===== src/rtl/bk_add_operand_stage_pkg.sv =====
// rtl/bk_add_operand_stage_pkg.sv - shared types and operand interleave for the Brent-Kung adder feed stage
package bk_add_operand_stage_pkg;

  localparam int W_DEFAULT = 12;

  typedef struct packed {
    logic [W_DEFAULT-1:0] a;
    logic [W_DEFAULT-1:0] b;
  } operand_pair_t;

  typedef struct packed {
    logic                 cout;
    logic [W_DEFAULT-1:0] sum;
  } add_result_t;

  // Adder expects bit pairs side by side: even positions carry A, odd positions carry B.
  function automatic logic [2*W_DEFAULT-1:0] interleave(input operand_pair_t p);
    logic [2*W_DEFAULT-1:0] v;
    v = '0;
    for (int i = 0; i < W_DEFAULT; i++) begin
      v[2*i]   = p.a[i];
      v[2*i+1] = p.b[i];
    end
    return v;
  endfunction

endpackage


===== src/rtl/bk_add_operand_stage_fifo.sv =====
// rtl/bk_add_operand_stage_fifo.sv - synchronous DEPTH-entry operand FIFO with head-of-queue output
module bk_operand_fifo #(
  parameter int DW    = 24,
  parameter int DEPTH = 2
) (
  input  logic          clk,
  input  logic          rst_n,
  input  logic          i_push,
  input  logic [DW-1:0] i_data,
  input  logic          i_pop,
  output logic [DW-1:0] o_head,
  output logic          o_full,
  output logic          o_empty
);

  localparam int AW = $clog2(DEPTH);
  localparam logic [AW:0] FULL_CNT = (AW+1)'(DEPTH);

  logic [DW-1:0] r_mem [DEPTH];
  logic [AW-1:0] r_wr_ptr;
  logic [AW-1:0] r_rd_ptr;
  logic [AW:0]   r_count;

  assign o_full  = (r_count == FULL_CNT);
  assign o_empty = (r_count == '0);
  assign o_head  = r_mem[r_rd_ptr];

  // Storage is not reset; occupancy alone decides what is valid.
  always_ff @(posedge clk) begin
    if (i_push) r_mem[r_wr_ptr] <= i_data;
  end

  always_ff @(posedge clk) begin
    if (!rst_n) begin
      r_wr_ptr <= '0;
      r_rd_ptr <= '0;
      r_count  <= '0;
    end else begin
      if (i_push) r_wr_ptr <= r_wr_ptr + AW'(1);
      if (i_pop)  r_rd_ptr <= r_rd_ptr + AW'(1);
      case ({i_push, i_pop})
        2'b10:   r_count <= r_count + (AW+1)'(1);
        2'b01:   r_count <= r_count - (AW+1)'(1);
        default: r_count <= r_count;
      endcase
    end
  end

endmodule


===== src/rtl/bk_add_operand_stage.sv =====
// rtl/bk_add_operand_stage.sv - operand FIFO feed and registered result capture around an external Brent-Kung adder
module bk_add_operand_stage
  import bk_add_operand_stage_pkg::*;
#(
  parameter int W     = W_DEFAULT,
  parameter int DEPTH = 2,
  parameter int CNT_W = 16
) (
  input  logic             clk,
  input  logic             rst_n,
  input  logic             in_valid,
  output logic             in_ready,
  input  logic [W-1:0]     in_a,
  input  logic [W-1:0]     in_b,
  output logic [2*W-1:0]   add_in,
  input  logic [W:0]       add_out,
  output logic             res_valid,
  input  logic             res_ready,
  output logic [W-1:0]     res_sum,
  output logic             res_cout,
  output logic [CNT_W-1:0] txn_count
);

  operand_pair_t    w_in_pair;
  operand_pair_t    w_head;
  logic             w_full;
  logic             w_empty;
  logic             w_push;
  logic             w_cap;
  logic             w_consume;
  add_result_t      r_res;
  logic             r_res_valid;
  logic [CNT_W-1:0] r_txn;

  assign w_in_pair = {in_a, in_b};
  assign w_push    = in_valid & ~w_full;
  assign w_cap     = ~w_empty & (~r_res_valid | res_ready);
  assign w_consume = r_res_valid & res_ready;

  bk_operand_fifo #(
    .DW    ($bits(operand_pair_t)),
    .DEPTH (DEPTH)
  ) u_fifo (
    .clk     (clk),
    .rst_n   (rst_n),
    .i_push  (w_push),
    .i_data  (w_in_pair),
    .i_pop   (w_cap),
    .o_head  (w_head),
    .o_full  (w_full),
    .o_empty (w_empty)
  );

  // Idle adder inputs are held at zero so an empty FIFO does not toggle the carry tree.
  assign add_in = w_empty ? '0 : interleave(w_head);

  always_ff @(posedge clk) begin
    if (!rst_n) begin
      r_res       <= '0;
      r_res_valid <= 1'b0;
      r_txn       <= '0;
    end else begin
      if (w_cap) begin
        r_res       <= add_result_t'(add_out);
        r_res_valid <= 1'b1;
      end else if (w_consume) begin
        r_res_valid <= 1'b0;
      end
      if (w_consume) r_txn <= r_txn + CNT_W'(1);
    end
  end

  assign in_ready  = ~w_full;
  assign res_valid = r_res_valid;
  assign res_sum   = r_res.sum;
  assign res_cout  = r_res.cout;
  assign txn_count = r_txn;

endmodule


===== config.mk =====
export PLATFORM = sky130hd
export DESIGN_NAME = bk_add_operand_stage
export DESIGN_NICKNAME = d
export VERILOG_FILES = /design/src/rtl/bk_add_operand_stage_pkg.sv /design/src/rtl/bk_add_operand_stage_fifo.sv /design/src/rtl/bk_add_operand_stage.sv
export SDC_FILE = /design/constraint.sdc
export NUM_CORES = 1
export LEC_CHECK = 0
export CAP_MARGIN = 10
export CORE_ASPECT_RATIO = 1.75
export CORE_MARGIN = 2
export CORE_UTILIZATION = 39
export CTS_CLUSTER_SIZE = 40
export DETAILED_ROUTE_END_ITERATION = 6
export GPL_ROUTABILITY_DRIVEN = 0
export MAX_ROUTING_LAYER = met4
export PLACE_DENSITY = 0.68
export SLEW_MARGIN = 20
export SYNTH_ARGS = -nofsm -noshare
export SYNTH_HDL_FRONTEND = slang
export SYNTH_SLANG_ARGS = --single-unit

===== constraint.sdc =====
create_clock -name clk -period 3.6 [get_ports clk]
set_clock_uncertainty 0.15 [all_clocks]
set_input_delay 0.72 -clock clk [delete_from_list [all_inputs] [get_ports clk]]
set_output_delay 0.72 -clock clk [all_outputs]
set_load 0.01 [all_outputs]

==> out/metrics.cfg, run 1 <==
[outcome]
status = complete, no violations

[clock_tree]
htree_levels = 3
cts.sinks = 83
clk_pin_slew_worst_paths_ps = 60
cts_tree = yes
cts-buffers-inserted = 9
clock_latency_ps = 330
cts_resized = 0
clock-root-buffer = clkbuf_16
hold_buffers = 0
post_cts_buffers = 0
clock_path_buffers = 2

[placement]
dp.final_hpwl_mm = 4.52
dp.cells = 444
port-buffer-count = 95
placed_cell_area_sq_um = 4350

[die]
core-area_sq_um = 8260
row_count = 44
ios = 96
chipWidth_um = 73.6
dieArea_sq_um = 9260
fp.dieH_um = 126
initial_core_util = 0.400

[cells_and_area]
finalInstanceArea_sq_um = 4670
seq_area_sq_um = 2140
drive_gt1_frac = 0.0707
syn2layout_area_growth_pct = 41.4
n_antenna_cell = 0
utilization = 0.566
fill_cells = 746
layout.nets = 406
layout.cells.non_filler = 460
multi_input_area_sq_um = 1110

[critical_path]
worst_ep_required_time_ps = 2730
critPathKind = reg -> out
crit_chain = nor2_4 > nor2_1 > clkdlybuf4s50_1
cp.arrival_ps = 1860
cp-end-kind = output pin
rrSetupSlack_ps = 1370
crit_cells = 3
cp_max_fo = 25
r2r_end = u_fifo.r_count[1]$_SDFFE_PN0P_
worstSetupStartpoint = u_fifo.r_count[0]$_SDFFE_PN0P_
r2r-start = u_fifo.r_count[0]$_SDFFE_PN0P_
reg2regPathDepth = 5
startpoint_type = flip-flop
endpoint = add_in[11]
crit_slowest_cell = clkdlybuf4s50_1
critical_path.top_delay_family = simple AND/OR/NAND/NOR gates
critPathBufInv = 1
cp_slowest_stage_delay_ps = 510

[synth]
synth_area_sq_um = 3310
ys_async_sr_fraction = 0
synth_mux_area_frac = 0.0787
ys_warn_count = 0
synth-main-ff-cell = edfxtp_1
ys_seq_area_frac = 0.648
synth-adder-area-share = 0.00757
synth-simple-area-share = 0.161
synth_top_family_by_area = simple AND/OR/NAND/NOR gates
synthesis.nets = 308
synth_edf_count = 48
ys_ff_latch = 83
netlist_instances = 265
synth_xor_area_frac = 0.0424
avgSynthCellArea_sq_um = 12.5
ys_types = 30
synth_compound_area_frac = 0.0443

[power_and_ir_drop]
switching_share = 0.288
switching_power_mw = 0.930
power_density_nw_per_um2 = 692
p_seq_frac = 0.384
vdd_ir_drop_max_mv = 0.461
comb_power_share = 0.332
p_int_mw = 2.30
power_frac_clock = 0.285
p_leak_nw = 1.70

[timing]
hold_viol_final = 0
period_needed_ps = 2730
slew_violations = 0
tns_ps = 0
worstMarginPinSlew_ps = 1010
rsz0062_at_grt = false
slew_headroom = 0.326
fmax_ghz = 0.366
setup-violations-final = 0
finalCritPeriodShare = 0.758

[drt]
drc = 0
drt_first_pass_iters = 5
wire_per_inst_um = 14.2
drt-vias-per-instance = 4.86
vias = 2234
drt_iter0_markers = 68
ant_nets = 0
wl_mm = 6.53

[grt]
grt_antenna_before_repair = 0
grt_pass1_wl_mm = 10.4
grt_remaining_overflow = 0
grt_pass1_vias = 2161
grt_max_degree = 38
gr-usage-all-layers = 0.152

[min_path]
hp-class = reg -> reg

[run]
max-cap-violations = 0

[kinds of logic after synthesis]
family | after synthesis
buffers and inverters | 15
AND/OR/NAND/NOR | 103
XOR/XNOR | 16
AO/OA/AOI/OAI | 20
flip-flops | 83
adder cells (fa/ha/maj) | 2
multiplexers | 26
[worst min path at each step]
stage / from / endpoint / slack (ps) / cells past startpoint
final: res_sum[7]$_SDFFE_PN0P_ / res_sum[7]$_SDFFE_PN0P_ / 310 / 2
after global routing: res_sum[6]$_SDFFE_PN0P_ / res_sum[6]$_SDFFE_PN0P_ / 320 / 2
after CTS: res_sum[6]$_SDFFE_PN0P_ / res_sum[6]$_SDFFE_PN0P_ / 310 / 2
after detailed placement: res_sum[6]$_SDFFE_PN0P_ / res_sum[6]$_SDFFE_PN0P_ / 300 / 2
after global placement: res_sum[5]$_SDFFE_PN0P_ / res_sum[5]$_SDFFE_PN0P_ / 290 / 2
after floorplan: res_cout$_SDFFE_PN0P_ / res_cout$_SDFFE_PN0P_ / 330 / 2
[worst register-to-register path, delay by kind of cell, from the launching register on]
kind,cells,cell delay [ps]
DFF,1,380
and+or+nand+nor,1,350
buffers and inverters,1,250
AOI/OAI and AO/OA,2,650
adders and majority gates,1,390
[registers in the layout (all words and copies together) (netlist names), named ones only]
signal           flops
u_fifo.r_rd_ptr      1
res_sum             12
u_fifo.r_wr_ptr      1
res_valid            1
u_fifo.r_count       2
u_fifo.r_mem        48
txn_count           16
res_cout             1
[routing by layer]
layer / track usage / vias up / routed length, um
met2: 0.255 / 59 / 3500
li1: - / 1121 / -
met4: 0.0781 / 0 / 183
met5: - / - / 0
met3: 0.0360 / 12 / 294
met1: 0.162 / 1042 / 2550
[stage by stage]
stage | worst slack, ps | total power, mW | hold WS [ps]
global route | 670 | 3.43 | 324
CTS | 441 | 3.29 | 307
global placement | 587 | 2.33 | 293
detailed placement | 535 | 2.35 | 299
finish | 869 | 3.23 | 307
floorplan | 1200 | 1.84 | 329
[cell usage in the layout, fill, tap and decap left out, types with 3 or more instances in the layout]
| cell | n |
|---|---|
| clkdlybuf4s50_1 | 95 |
| edfxtp_1 | 48 |
| nand2_1 | 35 |
| dfxtp_1 | 35 |
| mux2i_1 | 26 |
| nor2_1 | 24 |
| and2_1 | 16 |
| a21boi_1 | 16 |
| xnor2_1 | 11 |
| clkbuf_16 | 10 |
| xor2_1 | 5 |
| nand2b_1 | 4 |
| nand3_1 | 4 |
| clkbuf_8 | 4 |
| nand4_1 | 3 |
| inv_1 | 3 |
| nor3_1 | 3 |
| buf_4 | 3 |
[power groups by stage]
stage	Combinational, mW	Clock (mW)	Sequential [mW]
3_5_place_dp	1.09	0	1.26
3_3_place_gp	1.07	0	1.25
4_1_cts	1.10	0.949	1.24
6_report	1.07	0.921	1.24
2_1_floorplan	0.575	0	1.27
5_1_grt	1.18	0.995	1.26
[cells in the mapped netlist, drive strengths merged (3+ instances only)]
| cell type | instances | area share |
|---|---|---|
| nand2 | 35 | 0.040 |
| and2 | 16 | 0.030 |
| nor2 | 26 | 0.030 |
| clkbuf | 8 | 0.0091 |
| nor3 | 3 | 0.0045 |
| edfxtp | 48 | 0.44 |
| nand4 | 4 | 0.012 |
| nand3 | 5 | 0.0091 |
| nand2b | 4 | 0.0076 |
| xor2 | 5 | 0.013 |
| a21boi | 17 | 0.039 |
| xnor2 | 11 | 0.029 |
| nor4 | 4 | 0.014 |
| dfxtp | 35 | 0.21 |
| mux2i | 26 | 0.079 |
| o21ai | 3 | 0.0057 |
| inv | 4 | 0.0045 |
| buf | 3 | 0.0045 |
[cell type report]
type                       count  share of cell area
multi-input combinational    167               0.238
timing repair buffer          98               0.208
clock buffer                  16              0.0672
tap                           92              0.0246
inverter                       4             0.00321
sequential                    83               0.458
Power figures use the tool's default switching activity.
==> run 2, diff against run 1 <==
clock period = 2.8 ns   (was 3.6 ns; I/O delays follow)
==> run 2 against run 1 <==
Effect of this change:
- non-clock buffer count is 4 higher
- critical path depth is 1 higher
- worst hold slack got worse by 4.8 ps
- setup slack lost 610 ps
- via count is 1.5% lower
- flip-flop and latch count unchanged
- sequential power grew 28%
- clock-buffer cell count is 6 lower
- routed wire length rose by 1.5%
- utilization up 0.24 points
- largest cell class unchanged
==> out/metrics.cfg, run 2 (synthesized netlist as in run 1, its figures left out) <==
[clock_tree]
clock_latency_ps = 330  ; about the same
htree_levels = 3  ; unchanged
cts_resized = 1  ; was 0
clk_pin_slew_worst_paths_ps = 60  ; about the same
cts_tree = yes  ; unchanged
post_cts_buffers = 0  ; unchanged
clock_path_buffers = 2  ; unchanged
cts.sinks = 83  ; unchanged
cts-buffers-inserted = 9  ; unchanged
clock-root-buffer = clkbuf_16  ; unchanged
hold_buffers = 0  ; unchanged

[placement]
port-buffer-count = 95  ; unchanged
placed_cell_area_sq_um = 4380  ; was 4350 sq um
dp.final_hpwl_mm = 4.72  ; was 4.52 mm
dp.cells = 448  ; was 444

[timing]
fmax_ghz = 0.393
hold_viol_final = 0  ; unchanged
period_needed_ps = 2540
setup-violations-final = 0  ; unchanged
slew_headroom = 0.621  ; was 0.326
slew_violations = 0  ; unchanged
tns_ps = 0  ; unchanged
finalCritPeriodShare = 0.908
rsz0062_at_grt = false  ; unchanged
worstMarginPinSlew_ps = 568  ; was 1010 ps

[grt]
grt_pass1_wl_mm = 10.8  ; was 10.4 mm
grt_max_degree = 26  ; was 38
grt_pass1_vias = 2212  ; was 2161
grt_antenna_before_repair = 0  ; unchanged
grt_remaining_overflow = 0  ; unchanged
gr-usage-all-layers = 0.159  ; was 0.152

[power_and_ir_drop]
power_frac_clock = 0.280  ; was 0.285
total_power_mw = 4.18  ; was 3.23 mW
power_density_nw_per_um2 = 890  ; was 692 nW/um^2
comb_power_share = 0.339  ; was 0.332
switching_power_mw = 1.23  ; was 0.930 mW
p_seq_frac = 0.381  ; was 0.384
vdd_ir_drop_max_mv = 0.418  ; was 0.461 mV
p_leak_nw = 1.71  ; was 1.70 nW
switching_share = 0.295  ; was 0.288
p_int_mw = 2.95  ; was 2.30 mW

[cells_and_area]
layout.cells.non_filler = 464  ; was 460
syn2layout_area_growth_pct = 42.0  ; was 41.4%
layout.nets = 410  ; was 406
final_common_cell = clkdlybuf4s50_1  ; unchanged
largest_register_ffs = 48  ; unchanged
drive_gt1_frac = 0.0806  ; was 0.0707
layout_common_cells = clkdlybuf4s50_1, edfxtp_1, nand2_1, dfxtp_1, mux2i_1  ; unchanged
utilization = 0.568  ; was 0.566
n_antenna_cell = 0  ; unchanged
finalInstanceArea_sq_um = 4690  ; was 4670 sq um
max_flop_register = u_fifo.r_mem  ; unchanged

[die]
ios = 96  ; unchanged
core-area_sq_um = 8260  ; unchanged
chipWidth_um = 73.6  ; unchanged
initial_core_util = 0.400  ; unchanged
row_count = 44  ; unchanged
fp.dieH_um = 126  ; unchanged
dieArea_sq_um = 9260  ; unchanged

[critical_path]
cp-end-kind = output pin  ; unchanged
critical_path.top_delay_family = buffers and inverters  ; was simple AND/OR/NAND/NOR gates
startpoint_type = flip-flop  ; unchanged
cp.arrival_ps = 1830  ; was 1860 ps
critPathBufInv = 2  ; was 1
crit_chain = buf_4 > mux2i_1 > nor2_1 > clkdlybuf4s50_1  ; was nor2_4 > nor2_1 > clkdlybuf4s50_1
crit_slowest_cell = clkdlybuf4s50_1  ; unchanged
cp_max_fo = 24  ; was 25
critPathKind = reg -> out  ; unchanged
cp_slowest_stage_delay_ps = 500  ; was 510 ps
worst_ep_required_time_ps = 2090  ; was 2730 ps

[drt]
ant_nets = 0  ; unchanged
drt_iter0_markers = 103  ; was 68
vias = 2201  ; was 2234
wl_mm = 6.63  ; was 6.53 mm
wire_per_inst_um = 14.3  ; was 14.2 um
drt_first_pass_iters = 4  ; was 5
drt-vias-per-instance = 4.74  ; was 4.86
drc = 0  ; unchanged

[run]
max-cap-violations = 0  ; unchanged

[min_path]
hp-class = reg -> reg  ; unchanged

[outcome]
status = complete, no violations  ; unchanged

run 2: path summary, 6_finish.rpt:
kind                             startpoint                              to  slack, ps  depth (start not counted)
min reg2reg        res_sum[10]$_SDFFE_PN0P_        res_sum[10]$_SDFFE_PN0P_        300                          2
max                               flip-flop                      add_in[10]        260                          4
min                res_sum[10]$_SDFFE_PN0P_        res_sum[10]$_SDFFE_PN0P_        300                          2
max reg2reg  u_fifo.r_count[0]$_SDFFE_PN0P_  u_fifo.r_count[1]$_SDFFE_PN0P_        920                          5
run 2: power groups by stage:
stage	combinational, mW	sequential, mW	clock (mW)
6_report	1.42	1.59	1.17
5_1_grt	1.55	1.61	1.25
4_1_cts	1.44	1.59	1.20
3_5_place_dp	1.44	1.61	0
3_3_place_gp	1.42	1.60	0
2_1_floorplan	0.739	1.63	0
run 2: per-stage QoR:
| stage | setup WS (ps) | hold slack [ps] |
|---|---|---|
| after floorplan | 484 | 329 |
| after global placement | 313 | 291 |
| after detailed placement | 290 | 297 |
| after CTS | 195 | 306 |
| after global routing | 110 | 323 |
| final | 257 | 302 |
run 2: area by class of cell:
cell class,instances,area (sq um)
fill,731,3560
sequential,83,2140
multi-input combinational,167,1110
timing repair buffer,102,1000
clock buffer,10,239
tap,92,115
clock inverter,6,65.1
inverter,4,15.0
run 2: per-layer routing:
| metal | up-vias | global-route usage | share of wire |
|---|---|---|---|
| met5 | - | - | 0 |
| met4 | 0 | 0.0642 | 0.018 |
| met3 | 8 | 0.0448 | 0.040 |
| met2 | 55 | 0.270 | 0.55 |
| met1 | 1015 | 0.170 | 0.39 |
| li1 | 1123 | - | - |
run 2: worst register-to-register path, delay by kind of cell (launching register included):
kind                     cells  cell delay, ps
AND/OR/NAND/NOR              3             720
flip-flops                   1             470
adder cells (fa/ha/maj)      1             340
AO/OA/AOI/OAI                1             140
==> run 3, diff against run 2 <==
CTS_CLUSTER_SIZE = default   (was 40)
==> results of run 3 <==
Same layout as run 2: the final DEF is identical, and so are final timing and power.
